[config.mk]
export PLATFORM = sky130hd
export DESIGN_NAME = id_ex_operand_stage_flat
export DESIGN_NICKNAME = d
export VERILOG_FILES = /design/src/rtl/id_ex_operand_stage_if.sv /design/src/rtl/id_ex_operand_stage.sv /design/src/flat_wrapper.sv
export SDC_FILE = /design/constraint.sdc
export NUM_CORES = 1
export LEC_CHECK = 0
export CORE_MARGIN = 5
export CORE_UTILIZATION = 35
export CTS_CLUSTER_DIAMETER = 150
export DETAILED_ROUTE_END_ITERATION = 10
export HOLD_SLACK_MARGIN = 0.15
export PLACE_DENSITY_LB_ADDON = 0.12
export SLEW_MARGIN = 20
export SYNTH_ARGS = -nofsm -noshare
export SYNTH_HDL_FRONTEND = slang
export SYNTH_SLANG_ARGS = --single-unit
[constraint.sdc]
create_clock -name clk -period 2.7 [get_ports clk]
set_clock_uncertainty 0.1 [all_clocks]
set_input_delay 0.405 -clock clk [delete_from_list [all_inputs] [get_ports clk]]
set_output_delay 0.405 -clock clk [all_outputs]
set_load 0.02 [all_outputs]
[src/rtl/id_ex_operand_stage_if.sv]
// Bundle between decode/forwarding sources and the ID/EX operand stage feeding the ALU.
// Master drives decode, stall/flush and forwarding inputs; slave is the operand stage itself.
interface id_ex_operand_stage_if #(
   parameter int WORD_WIDTH = 32,
   parameter int REG_ADDR_W = 5
);
   logic                  stall;
   logic                  flush;
   logic                  id_valid;
   logic [REG_ADDR_W-1:0] id_rs;
   logic [REG_ADDR_W-1:0] id_rt;
   logic [REG_ADDR_W-1:0] id_rd;
   logic [WORD_WIDTH-1:0] id_rs_data;
   logic [WORD_WIDTH-1:0] id_rt_data;
   logic [WORD_WIDTH-1:0] id_imm;
   logic [4:0]            id_sa;
   logic [4:0]            id_opcode;
   logic                  id_use_imm;
   logic                  id_reg_write;
   logic                  id_mem_read;
   logic                  id_mem_write;
   logic                  exmem_reg_write;
   logic [REG_ADDR_W-1:0] exmem_rd;
   logic [WORD_WIDTH-1:0] exmem_result;
   logic                  memwb_reg_write;
   logic [REG_ADDR_W-1:0] memwb_rd;
   logic [WORD_WIDTH-1:0] memwb_result;

   logic                  ex_valid;
   logic [WORD_WIDTH-1:0] a_input;
   logic [WORD_WIDTH-1:0] b_input;
   logic [4:0]            sa;
   logic [4:0]            opcode;
   logic [REG_ADDR_W-1:0] ex_rd;
   logic                  ex_reg_write;
   logic                  ex_mem_read;
   logic                  ex_mem_write;
   logic [WORD_WIDTH-1:0] ex_store_data;
   logic                  load_use_hazard;

   modport master (
      output stall, flush, id_valid, id_rs, id_rt, id_rd, id_rs_data, id_rt_data, id_imm,
             id_sa, id_opcode, id_use_imm, id_reg_write, id_mem_read, id_mem_write,
             exmem_reg_write, exmem_rd, exmem_result, memwb_reg_write, memwb_rd, memwb_result,
      input  ex_valid, a_input, b_input, sa, opcode, ex_rd, ex_reg_write, ex_mem_read,
             ex_mem_write, ex_store_data, load_use_hazard
   );

   modport slave (
      input  stall, flush, id_valid, id_rs, id_rt, id_rd, id_rs_data, id_rt_data, id_imm,
             id_sa, id_opcode, id_use_imm, id_reg_write, id_mem_read, id_mem_write,
             exmem_reg_write, exmem_rd, exmem_result, memwb_reg_write, memwb_rd, memwb_result,
      output ex_valid, a_input, b_input, sa, opcode, ex_rd, ex_reg_write, ex_mem_read,
             ex_mem_write, ex_store_data, load_use_hazard
   );
endinterface

[src/rtl/id_ex_operand_stage.sv]
// ID/EX register with EX-stage operand forwarding; outputs 1 cycle after capture, forwarding same-cycle.
// Stall holds the stage; flush or a load-use hazard loads a bubble (flush > stall > hazard > load).
module id_ex_operand_stage #(
   parameter int WORD_WIDTH = 32,
   parameter int REG_ADDR_W = 5
) (
   input logic                  clk,
   input logic                  rst_n,
   id_ex_operand_stage_if.slave bus
);
   typedef struct packed {
      logic                  valid;
      logic [REG_ADDR_W-1:0] rs;
      logic [REG_ADDR_W-1:0] rt;
      logic [REG_ADDR_W-1:0] rd;
      logic [WORD_WIDTH-1:0] rs_data;
      logic [WORD_WIDTH-1:0] rt_data;
      logic [WORD_WIDTH-1:0] imm;
      logic [4:0]            sa;
      logic [4:0]            opcode;
      logic                  use_imm;
      logic                  reg_write;
      logic                  mem_read;
      logic                  mem_write;
   } stage_t;

   stage_t                r_stage;
   stage_t                w_load;
   logic                  w_hazard;
   logic                  w_rs_byp;
   logic                  w_rt_byp;
   logic [WORD_WIDTH-1:0] w_fwd_rs;
   logic [WORD_WIDTH-1:0] w_fwd_rt;

   function automatic logic [WORD_WIDTH-1:0] fwd_sel(
      input logic [REG_ADDR_W-1:0] idx,
      input logic [WORD_WIDTH-1:0] reg_dat,
      input logic                  exm_we,
      input logic [REG_ADDR_W-1:0] exm_rd,
      input logic [WORD_WIDTH-1:0] exm_res,
      input logic                  wb_we,
      input logic [REG_ADDR_W-1:0] wb_rd,
      input logic [WORD_WIDTH-1:0] wb_res
   );
      logic [WORD_WIDTH-1:0] sel;
      sel = reg_dat;
      // The younger EX/MEM result shadows MEM/WB; r0 is hard-wired zero and never forwarded.
      if (exm_we && (exm_rd != '0) && (exm_rd == idx))
         sel = exm_res;
      else if (wb_we && (wb_rd != '0) && (wb_rd == idx))
         sel = wb_res;
      return sel;
   endfunction

   // Register file write and read happen in the same cycle, so catch the writeback value here.
   assign w_rs_byp = bus.memwb_reg_write && (bus.memwb_rd != '0) && (bus.memwb_rd == bus.id_rs);
   assign w_rt_byp = bus.memwb_reg_write && (bus.memwb_rd != '0) && (bus.memwb_rd == bus.id_rt);

   assign w_hazard = r_stage.valid && r_stage.mem_read && bus.id_valid && (r_stage.rd != '0) &&
                     ((r_stage.rd == bus.id_rs) ||
                      ((r_stage.rd == bus.id_rt) && (!bus.id_use_imm || bus.id_mem_write)));

   always_comb begin
      w_load           = '0;
      w_load.valid     = bus.id_valid;
      w_load.rs        = bus.id_rs;
      w_load.rt        = bus.id_rt;
      w_load.rd        = bus.id_rd;
      w_load.rs_data   = w_rs_byp ? bus.memwb_result : bus.id_rs_data;
      w_load.rt_data   = w_rt_byp ? bus.memwb_result : bus.id_rt_data;
      w_load.imm       = bus.id_imm;
      w_load.sa        = bus.id_sa;
      w_load.opcode    = bus.id_opcode;
      w_load.use_imm   = bus.id_use_imm;
      w_load.reg_write = bus.id_valid && bus.id_reg_write;
      w_load.mem_read  = bus.id_valid && bus.id_mem_read;
      w_load.mem_write = bus.id_valid && bus.id_mem_write;
   end

   always_ff @(posedge clk or negedge rst_n) begin
      if (!rst_n)
         r_stage <= '0;
      else if (bus.flush)
         r_stage <= '0;
      else if (bus.stall)
         r_stage <= r_stage;
      else if (w_hazard)
         r_stage <= '0;
      else
         r_stage <= w_load;
   end

   assign w_fwd_rs = fwd_sel(r_stage.rs, r_stage.rs_data,
                             bus.exmem_reg_write, bus.exmem_rd, bus.exmem_result,
                             bus.memwb_reg_write, bus.memwb_rd, bus.memwb_result);
   assign w_fwd_rt = fwd_sel(r_stage.rt, r_stage.rt_data,
                             bus.exmem_reg_write, bus.exmem_rd, bus.exmem_result,
                             bus.memwb_reg_write, bus.memwb_rd, bus.memwb_result);

   assign bus.ex_valid        = r_stage.valid;
   assign bus.a_input         = w_fwd_rs;
   assign bus.b_input         = r_stage.use_imm ? r_stage.imm : w_fwd_rt;
   assign bus.ex_store_data   = w_fwd_rt;
   assign bus.sa              = r_stage.sa;
   assign bus.opcode          = r_stage.opcode;
   assign bus.ex_rd           = r_stage.rd;
   assign bus.ex_reg_write    = r_stage.reg_write;
   assign bus.ex_mem_read     = r_stage.mem_read;
   assign bus.ex_mem_write    = r_stage.mem_write;
   assign bus.load_use_hazard = w_hazard;
endmodule

[src/flat_wrapper.sv]
// flat-port wrapper written by rule: the top's interface ports become plain ports
module id_ex_operand_stage_flat 
#(
   parameter int WORD_WIDTH = 32,
   parameter int REG_ADDR_W = 5
)
  (clk, rst_n, bus_stall, bus_flush, bus_id_valid, bus_id_rs, bus_id_rt, bus_id_rd, bus_id_rs_data, bus_id_rt_data, bus_id_imm, bus_id_sa, bus_id_opcode, bus_id_use_imm, bus_id_reg_write, bus_id_mem_read, bus_id_mem_write, bus_exmem_reg_write, bus_exmem_rd, bus_exmem_result, bus_memwb_reg_write, bus_memwb_rd, bus_memwb_result, bus_ex_valid, bus_a_input, bus_b_input, bus_sa, bus_opcode, bus_ex_rd, bus_ex_reg_write, bus_ex_mem_read, bus_ex_mem_write, bus_ex_store_data, bus_load_use_hazard);
  id_ex_operand_stage_if #(.WORD_WIDTH(WORD_WIDTH), .REG_ADDR_W(REG_ADDR_W)) bus_i ();
  input logic clk;
  input logic rst_n;
  input wire logic [$bits(bus_i.stall)-1:0] bus_stall;
  input wire logic [$bits(bus_i.flush)-1:0] bus_flush;
  input wire logic [$bits(bus_i.id_valid)-1:0] bus_id_valid;
  input wire logic [$bits(bus_i.id_rs)-1:0] bus_id_rs;
  input wire logic [$bits(bus_i.id_rt)-1:0] bus_id_rt;
  input wire logic [$bits(bus_i.id_rd)-1:0] bus_id_rd;
  input wire logic [$bits(bus_i.id_rs_data)-1:0] bus_id_rs_data;
  input wire logic [$bits(bus_i.id_rt_data)-1:0] bus_id_rt_data;
  input wire logic [$bits(bus_i.id_imm)-1:0] bus_id_imm;
  input wire logic [$bits(bus_i.id_sa)-1:0] bus_id_sa;
  input wire logic [$bits(bus_i.id_opcode)-1:0] bus_id_opcode;
  input wire logic [$bits(bus_i.id_use_imm)-1:0] bus_id_use_imm;
  input wire logic [$bits(bus_i.id_reg_write)-1:0] bus_id_reg_write;
  input wire logic [$bits(bus_i.id_mem_read)-1:0] bus_id_mem_read;
  input wire logic [$bits(bus_i.id_mem_write)-1:0] bus_id_mem_write;
  input wire logic [$bits(bus_i.exmem_reg_write)-1:0] bus_exmem_reg_write;
  input wire logic [$bits(bus_i.exmem_rd)-1:0] bus_exmem_rd;
  input wire logic [$bits(bus_i.exmem_result)-1:0] bus_exmem_result;
  input wire logic [$bits(bus_i.memwb_reg_write)-1:0] bus_memwb_reg_write;
  input wire logic [$bits(bus_i.memwb_rd)-1:0] bus_memwb_rd;
  input wire logic [$bits(bus_i.memwb_result)-1:0] bus_memwb_result;
  output wire logic [$bits(bus_i.ex_valid)-1:0] bus_ex_valid;
  output wire logic [$bits(bus_i.a_input)-1:0] bus_a_input;
  output wire logic [$bits(bus_i.b_input)-1:0] bus_b_input;
  output wire logic [$bits(bus_i.sa)-1:0] bus_sa;
  output wire logic [$bits(bus_i.opcode)-1:0] bus_opcode;
  output wire logic [$bits(bus_i.ex_rd)-1:0] bus_ex_rd;
  output wire logic [$bits(bus_i.ex_reg_write)-1:0] bus_ex_reg_write;
  output wire logic [$bits(bus_i.ex_mem_read)-1:0] bus_ex_mem_read;
  output wire logic [$bits(bus_i.ex_mem_write)-1:0] bus_ex_mem_write;
  output wire logic [$bits(bus_i.ex_store_data)-1:0] bus_ex_store_data;
  output wire logic [$bits(bus_i.load_use_hazard)-1:0] bus_load_use_hazard;
  assign bus_i.stall = bus_stall;
  assign bus_i.flush = bus_flush;
  assign bus_i.id_valid = bus_id_valid;
  assign bus_i.id_rs = bus_id_rs;
  assign bus_i.id_rt = bus_id_rt;
  assign bus_i.id_rd = bus_id_rd;
  assign bus_i.id_rs_data = bus_id_rs_data;
  assign bus_i.id_rt_data = bus_id_rt_data;
  assign bus_i.id_imm = bus_id_imm;
  assign bus_i.id_sa = bus_id_sa;
  assign bus_i.id_opcode = bus_id_opcode;
  assign bus_i.id_use_imm = bus_id_use_imm;
  assign bus_i.id_reg_write = bus_id_reg_write;
  assign bus_i.id_mem_read = bus_id_mem_read;
  assign bus_i.id_mem_write = bus_id_mem_write;
  assign bus_i.exmem_reg_write = bus_exmem_reg_write;
  assign bus_i.exmem_rd = bus_exmem_rd;
  assign bus_i.exmem_result = bus_exmem_result;
  assign bus_i.memwb_reg_write = bus_memwb_reg_write;
  assign bus_i.memwb_rd = bus_memwb_rd;
  assign bus_i.memwb_result = bus_memwb_result;
  assign bus_ex_valid = bus_i.ex_valid;
  assign bus_a_input = bus_i.a_input;
  assign bus_b_input = bus_i.b_input;
  assign bus_sa = bus_i.sa;
  assign bus_opcode = bus_i.opcode;
  assign bus_ex_rd = bus_i.ex_rd;
  assign bus_ex_reg_write = bus_i.ex_reg_write;
  assign bus_ex_mem_read = bus_i.ex_mem_read;
  assign bus_ex_mem_write = bus_i.ex_mem_write;
  assign bus_ex_store_data = bus_i.ex_store_data;
  assign bus_load_use_hazard = bus_i.load_use_hazard;
  id_ex_operand_stage #(.WORD_WIDTH(WORD_WIDTH), .REG_ADDR_W(REG_ADDR_W)) u_core (.clk(clk), .rst_n(rst_n), .bus(bus_i));
endmodule
==> results.tsv <==
metric	value	unit
gp_congestion	0.8188	
detail_route.wl_per_cell	23.22	um
crit_path_start_kind	flip-flop	
rsz0062_at_grt	true	
place_area	14190	um^2
design.core.area	26950	um^2
syn_nets	1228	
finalCritPeriodShare	109.1	%
final_util	59.58	%
fin_nets	1645	
hold_viol	0	
drt.antenna.violating_nets	0	
cts_sinks	126	
grt_pass1_vias	10310	
drv_slew	0	
vdd_drop_max	0.2932	mV
track_usage	26.18	%
p_comb_share	31.7	%
seqPwrFrac	30.2	%
vias	10000	
finalSetupViolCount	92	
rows	60	
wirelength	41730	um
dp_hpwl	27460	um
crit_type	flip-flop to output port	
p_int	4748	uW
power_switching	2100	uW
grt_pass1_wl	63130	um
synthArstFlopShare	100.0	%
leakagePower	0.006129	uW
via_per_inst	5.566	
ys_ff_latch	126	
violations	setup timing	
htree_levels	4	
ys_dominant_reg_cell	dfrtp_1	
synth-edff-count	0	
clock_path_buffers	2	
swShare	30.66	%
synth.avg_cell_area	9.348	um^2
path_clk_slew	0.06	ns
clock_latency	0.43	ns
antenna_found_initial	5	
final_area	16060	um^2
syn_to_final_growth	68.07	%
cts_tree	yes	
yosys_warnings	0	
syn-cell-area	9554	um^2
die_h	175.2	um
first_pass_iters	5	
grt_overflow	0	
io_pins	322	
max-slew-margin-rel	56.32	%
cp.required	2.19	ns
hold_class	primary input to flip-flop	
drive_above_1_share	33.75	%
fmax	0.3393	GHz
synth_cell_types	41	
dieArea	30700	um^2
cp_max_fo	7	
initial_utilization	35.45	%
die_w	175.2	um
critPathArrivalTime	2.44	ns
drc	0	
ys_seq_area_share	33.00	%
cap_violations	0	
power_density	426.4	nW/um^2
clockRootBuffer	clkbuf_16	
fin_setup_tns	-12.41	ns
drt_iter0_markers	729	
num-fill-cells	2348	
netlist_instances	1022	
cts_made_buffers	17	
whs	0.2000	ns
fin_crit	2.947	ns
worst-slew-pin-transition	0.6551	ns
portBuffers	321	
layout_setup_ws	-0.2469	ns
status	finished with violations	
place_ws	-0.8615	ns
endpoint_kind	output port	
clkPwrFrac	38.1	%
grt_max_degree	124	
## power by group through the flow
stage                     clock network (uW)  registers, uW  logic, uW
after floorplan                            0           2080        889
after global placement                     0           2090       1950
after detailed placement                   0           2090       1950
after CTS                               2640           2060       2140
after global routing                    2710           2080       2290
final                                   2610           2070       2170
## repair_timing
item,CTS,global route
gates resized for setup,653,41
setup endpoints to repair,97,97
hold buffers,1,0
endpoints found under the hold margin,47,0
buffers inserted,26,7
gates cloned,11,1
pin swaps,40,17
## per-layer routing
| layer | share of wire [%] | GRT usage (%) |
|---|---|---|
| met5 | 0.031 | 0 |
| met4 | 1.4 | 7.136 |
| met3 | 6.7 | 5.733 |
| met2 | 48 | 43.11 |
| met1 | 43 | 34.81 |
## cells by family after synthesis
family	count (synthesis)	share of synthesized area, %
multiplexers	128	13.83
AO/OA/AOI/OAI	287	23.23
buffers and inverters	132	7.347
AND/OR/NAND/NOR	309	18.92
flip-flops	126	33.00
XOR/XNOR	40	3.667
## registers in the layout (all words and copies together) (netlist names)
signal	cells
u_core.bus.ex_mem_read	1
u_core.bus.ex_mem_write	1
u_core.bus.ex_rd	5
u_core.bus.ex_reg_write	1
u_core.bus.ex_valid	1
u_core.bus.opcode	5
u_core.bus.sa	5
u_core.r_stage	107
## cell usage in the layout (no fill, tap or decap), types with 4 or more instances in the layout
master,n
xnor2_1,12
nand2_1,96
xor2_1,18
dfrtp_2,5
buf_16,9
xnor2_2,9
a31oi_4,32
buf_6,111
diode_2,4
a21oi_1,60
clkinv_4,4
nand3b_1,62
o31ai_1,82
nand3_1,6
dfrtp_1,121
clkbuf_16,18
mux2_4,30
o21ai_1,29
nor4_1,9
nand4_1,32
bufinv_16,4
clkdlybuf4s50_1,210
o31ai_2,14
buf_4,149
nor2b_1,60
buf_2,5
nor4_2,24
o21ai_0,62
nor4_4,4
buf_12,36
mux2i_1,93
## cell usage after synthesis (3+ instances only)
library cell | n | area, um^2
xor2_1 | 18 | 157.7
a21oi_1 | 60 | 300.3
mux2_2 | 32 | 360.4
buf_12 | 3 | 60.06
buf_4 | 26 | 195.2
nand2_1 | 98 | 367.9
mux2i_1 | 96 | 960.9
o21ai_0 | 90 | 450.4
nand3_1 | 9 | 45.04
buf_2 | 20 | 100.1
nor4_4 | 3 | 63.81
clkbuf_1 | 74 | 277.8
xnor2_1 | 22 | 192.7
nand4_1 | 32 | 200.2
o31ai_1 | 93 | 698.2
nor2_1 | 3 | 11.26
o21ai_1 | 4 | 20.02
nor4_1 | 33 | 206.5
nor2b_1 | 60 | 375.4
a31oi_4 | 30 | 638.1
dfrtp_1 | 126 | 3153
buf_6 | 4 | 45.04
nand3b_1 | 62 | 465.5
o31ai_2 | 3 | 37.54
## critical path, cell delays in order (launching register included)
cell and delay, ns:
dfrtp_2 0.46, xnor2_2 0.16, nand3_2 0.11, or3_4 0.51, buf_6 0.16, buf_12 0.14
a31oi_4 0.18, mux2_4 0.19, buf_6 0.11
## worst paths after layout
| kind | from | to | slack [ns] | depth (start not counted) |
|---|---|---|---|---|
| worst min register to register | u_core.bus.ex_mem_write | u_core.bus.ex_mem_write | 0.38 | 2 |
| min in group asynchronous | rst_n | u_core.r_stage[19] | 0.40 | 2 |
| worst max register to register | u_core.bus.ex_rd[0] | u_core.r_stage[34] | 0.26 | 5 |
| max in group asynchronous | rst_n | u_core.r_stage[61] | 1.32 | 3 |
| worst min-delay path | bus_stall | u_core.r_stage[17] | 0.20 | 3 |
| worst max-delay path | u_core.r_stage[118] | bus_b_input[22] | -0.25 | 8 |
## metrics by stage
stage	instances	power, uW
finish	1797	6847
global route	1797	7080
CTS	1786	6841
detailed placement	1718	4047
global placement	1718	4040
floorplan	1022	2967
## layout make-up
class | instances | area (um^2) | share of cell area (%)
antenna | 4 | 10.01 | 0.06233
clock buffer | 20 | 466.7 | 2.906
clock inverter | 12 | 183.9 | 1.145
inverter | 1 | 3.754 | 0.02338
multi-input combinational | 764 | 6241 | 38.87
sequential | 126 | 3159 | 19.67
tap | 341 | 426.7 | 2.657
timing repair buffer | 529 | 5567 | 34.67
Note: power is estimated with default switching activity, not from simulation.
